--- src/rtl/decoder_pkg.sv ---
// Shared widths and types for the 3-to-8 decoder slice.
package decoder_pkg;
  localparam int SEL_W = 3;
  localparam int OUT_W = 8;

  typedef logic [OUT_W-1:0] onehot8_t;
endpackage

--- src/rtl/decoder_2to4.sv ---
// Combinational 2-to-4 one-hot decoder; the enable becomes the selected bit.
module decoder_2to4 (
  input  logic       en,
  input  logic [1:0] select,
  output logic [3:0] data
);

  always_comb begin
    data         = 4'b0000;
    data[select] = en;
  end

endmodule

--- src/rtl/decoder_3to8_reg.sv ---
// 3-to-8 one-hot decoder built from two 2-to-4 halves, with an optional
// output register (OUT_REG=1) cleared by a synchronous active-high reset.
module decoder_3to8_reg
  import decoder_pkg::*;
#(
  parameter int OUT_REG = 1
) (
  input  logic             clk,
  input  logic             reset,
  input  logic             en,
  input  logic [SEL_W-1:0] s,
  output onehot8_t         data,
  output logic             valid
);

  logic     en_lo;
  logic     en_hi;
  onehot8_t dec;

  // s[2] steers the enable so at most one half can drive a bit high.
  assign en_lo = en & ~s[2];
  assign en_hi = en & s[2];

  decoder_2to4 u_dec_lo (
    .en     (en_lo),
    .select (s[1:0]),
    .data   (dec[3:0])
  );

  decoder_2to4 u_dec_hi (
    .en     (en_hi),
    .select (s[1:0]),
    .data   (dec[7:4])
  );

  generate
    if (OUT_REG != 0) begin : g_reg
      onehot8_t data_q;
      logic     valid_q;

      always_ff @(posedge clk) begin
        if (reset) begin
          data_q  <= '0;
          valid_q <= 1'b0;
        end else begin
          data_q  <= dec;
          valid_q <= en;
        end
      end

      assign data  = data_q;
      assign valid = valid_q;
    end else begin : g_comb
      logic unused_clk_reset;

      assign unused_clk_reset = &{1'b0, clk, reset};
      assign data             = dec;
      assign valid            = en;
    end
  endgenerate

endmodule

--- config.mk ---
export PLATFORM = sky130hd
export DESIGN_NAME = decoder_3to8_reg
export DESIGN_NICKNAME = d
export VERILOG_FILES = /design/src/rtl/decoder_pkg.sv /design/src/rtl/decoder_2to4.sv /design/src/rtl/decoder_3to8_reg.sv
export SDC_FILE = /design/constraint.sdc
export NUM_CORES = 1
export LEC_CHECK = 0
export CAP_MARGIN = 40
export CORE_AREA = 2 2 39 41
export CTS_CLUSTER_SIZE = 20
export DETAILED_ROUTE_END_ITERATION = 8
export DIE_AREA = 0 0 41 43
export GPL_ROUTABILITY_DRIVEN = 0
export PLACE_DENSITY = 0.47
export SYNTH_ARGS = -nofsm -noshare
export SYNTH_HDL_FRONTEND = slang
export SYNTH_SLANG_ARGS = --single-unit
--- constraint.sdc ---
create_clock -name clk -period 0.8 [get_ports clk]
set_input_delay 0.12 -clock clk [delete_from_list [all_inputs] [get_ports clk]]
set_output_delay 0.12 -clock clk [all_outputs]
set_load 0.05 [all_outputs]
Word-level counts from Yosys, hierarchy flattened

Index checks and enable logic that the tools add are counted.

Register bits: 9
Latch bits: 0
Bits in writable memories: 0
Memory bits (read-only): 0
Word-level logic and storage cells: 12
Memories: 0

$add $sub $neg: 0
Multipliers: 0
Divide/modulo/power cells: 0
$lt $le $gt $ge: 2
Equal/unequal tests: 0
Shift-type cells: 0
Muxes and demuxes: 2
Bitwise operators: 5
Reduce and logical (&&, ||, !) cells: 1

Operators by type and width:

| kind                 | number |
|---|---|
| $and A4 B4 Y4        | 2 |
| $lt A2 B3 Y1 const B | 1 |
| $and A1 B1 Y1        | 2 |
| $demux W1 S2         | 1 |
| $ge A2 B1 Y1 const B | 1 |
| $logic_and A1 B1 Y1  | 1 |
| $mux W1              | 1 |
| $not A1 Y1           | 1 |

Depth between registers and ports, before layout

Depth in word-level cells: 5
Gate-level depth with buffers: 2

Hierarchy

Synthesis repeated with hierarchy kept, for this count alone.

Cells, all modules: 28
Area total of the unflattened synthesis: 324.1 sq um

Modules (own cells, without submodules):

| module           | times used | cells each | area each (sq um) | sequential area each (sq um) |
|---|---|---|---|---|
| decoder_3to8_reg | 1          | 20         | 249.0             | 180.2 |
| decoder_2to4     | 2          | 4          | 37.5              | 0.0 |

Least setup slack after synthesis

OpenSTA, ideal clock, no wires.

Path kind: register -> output
From: register g_reg.data_q[0] (netlist: data[0])
To: output port data[0]
Arrival time: 0.587 ns
Data required time: 0.680 ns
Slack: 0.093 ns
Cell stages (with the launch flop): 1
Path buffers: 0
Path through: dfxtp_1

RTL lines:

| item                     | line                   | text |
|---|---|---|
| start: declaration       | decoder_3to8_reg.sv:38 | `onehot8_t data_q;` |
| start signal: assignment | decoder_3to8_reg.sv:43 | `data_q <= '0;` |
| start signal: assignment | decoder_3to8_reg.sv:46 | `data_q <= dec;` |
| end: declaration         | decoder_3to8_reg.sv:12 | `output onehot8_t data,` |

No word-level cell between the ends.

Worst setup path after layout

From: register g_reg.data_q[6] (netlist: data[6])
To: output port data[6]

No word-level cell between the ends.

==> metrics.yaml <==
power_density_nw_per_um2: 1664
status: "complete, but fails checks"
max_clock_freq_mhz: 1182
grt_pass1_vias: 216
hold_viol: 0
rsz0062_at_grt: "yes"
cts_sinks: 9
cts_root_buffer: "clkbuf_4"
critical_path.cell_chain: "buf_12"
synth-warning-count: 0
hold_start: "reset"
ys_seq_elements: 9
dp_cells: 55
fp-row-count: 14
antenna_left: 0
die_h_um: 43
start_util: 0.1872
crit_path_top_delay_cell: "dfxtp_2"
timing.final.ws_setup_ps: -45.71
fin_setup_tns_ps: -369.6
post-route-cell-area_um2: 558.0
nets: 50
violations: "setup timing"
clkPwrFrac: 0.361
period_minus_slack_ps: 845.7
path_buf_inv: 1
ys_types: 9
drt_iter0_drc: 3
p_switching_mw: 0.2103
netlist_instances: 23
placement.io_buffers: 14
cts_tree: "done"
htreeDepth: 1
holdWs_ps: 180.2
cts.path.max_buffers: 2
viasPerCell: 3.847
synth_top_area_cell: "dfxtp_1"
drive_gt1_frac: 0.5814
firstDrtPassIters: 4
slowest_delay_ps: 340
path_max_fanout: 1
wirelength_um: 475
hpwl_um: 383.5
synth_top_area_frac: 0.6957
p_int_mw: 0.7185
syn_area_per_cell_um2: 11.26
core-area_um2: 1384
antenna_found_initial: 0
synthTopCellsByArea: "dfxtp_1 (70%), nor2_1 (8.7%), nand2b_1 (4.8%), or3b_4 (4.3%), nor3_2 (3.9%)"
synthesis.area_um2: 259.0
syn_to_final_growth_pct: 115.5
die_w_um: 41
ir_worst_vdd_mv: 0.7909
cts_buffers: 3
cp-end-kind: "primary output"
fin_crit_sh: 1.057
grt_pass1_wl_um: 841
io_pins: 15
placed_area_um2: 524.3
crit_family: "flip-flops"
cts_hold_buffers: 0
holdPathEnd: "valid"
vias: 227
setup_violations: 9
instances_no_fill: 59
worstHoldPathCells: 2
p_comb_frac: 0.137
drc: 0
maxCapViolCount: 0
antenna_cells: 0
tightest_slew_ps: 189.5
power_frac_seq: 0.503
critPathKind: "reg2out"
cp.depth: 1
worstPathRequired_ps: 680
p_sw_frac: 0.2264
seq_area_frac_synth: 0.6957
grt_usage: 0.07475
relSlewSlack: 0.8733
p_leak_nw: 0.2232
wl_per_cell_um: 8.051
drv_slew: 0
hp-class: "in2reg"
die_area_um2: 1763
p_total_mw: 0.9288
crit_path_start_kind: "flop"
overflow: 0
grt_max_degree: 6
cp.arrival_ps: 730
synth_nets: 29
path_clk_slew_ps: 60
==> cells in the mapped netlist <==
| cell type | instances |
|---|---|
| nor2b_1 | 1 |
| dfxtp_1 | 9 |
| nand3b_1 | 1 |
| nor3_1 | 1 |
| nor2_1 | 6 |
| nand2b_1 | 2 |
| or3b_4 | 1 |
| nor3_2 | 1 |
| nand2_1 | 1 |
==> power groups by stage <==
| stage | clock network (mW) | logic, mW | registers, mW |
|---|---|---|---|
| finish | 0.335 | 0.127 | 0.467 |
| global route | 0.390 | 0.134 | 0.467 |
| CTS | 0.348 | 0.128 | 0.467 |
| detailed placement | 0 | 0.132 | 0.475 |
| global placement | 0 | 0.131 | 0.475 |
| floorplan | 0 | 0.0189 | 0.503 |
==> per-layer routing <==
metal  global-route usage  part of all wire  up-vias
met5                    0                 0        -
met4              0.08000                 0        0
met3              0.03141              0.10        0
met2              0.09375              0.53       13
met1              0.08525              0.36      100
li1                     -                 -      114
==> logic make-up (layout without fill, tap and decap cells) <==
logic type             Yosys count  in the layout  share of synthesized area
buffers and inverters            0             20                          0
flip-flops                       9              9                     0.6956
AND/OR/NAND/NOR                 14             14                     0.3043
==> sequential cells by signal (all words and copies together) (netlist names) <==
name	cells
data	8
valid	1
==> through the flow <==
step | worst slack, ps | utilization
6_report | -45.71 | 0.4033
3_3_place_gp | -362.7 | 0.3788
2_1_floorplan | 92.67 | -
5_1_grt | -83.94 | 0.4033
3_5_place_dp | -370.0 | 0.3788
4_1_cts | -55.44 | 0.4033
==> cell type report <==
type	instances	area, µm²
Tap cell	16	20.02
Fill cell	133	825.8
Timing Repair Buffer	16	241.5
Sequential cell	9	191.4
Clock buffer	4	26.28
Multi-Input combinational cell	14	78.83
==> worst max-delay path by stage <==
stage	to	slack, ps	startpoint
after floorplan	data[0]	90	data[0]
after global placement	data[3]	-360	en
after detailed placement	data[0]	-370	en
after CTS	data[6]	-60	data[6]
after global routing	data[6]	-80	data[6]
final	data[6]	-50	data[6]
==> timing repair <==
action | CTS | global route
gates cloned | 0 | 0
gates resized for setup | 12 | 0
endpoints found under the setup margin | 13 | 9
buffers inserted | 0 | 0
pin swaps | 2 | 0
==> placed cells by master (no fill, tap or decap) <==
master	count
or3b_4	1
dfxtp_2	9
nor2_1	6
nand2b_1	2
clkbuf_1	1
buf_4	2
nor3_1	1
nand3b_1	1
nor3_2	1
clkbuf_4	3
nor2b_1	1
buf_12	9
dlygate4sd2_1	3
clkdlybuf4s50_1	2
nand2_1	1
Power figures use the tool's default switching activity.
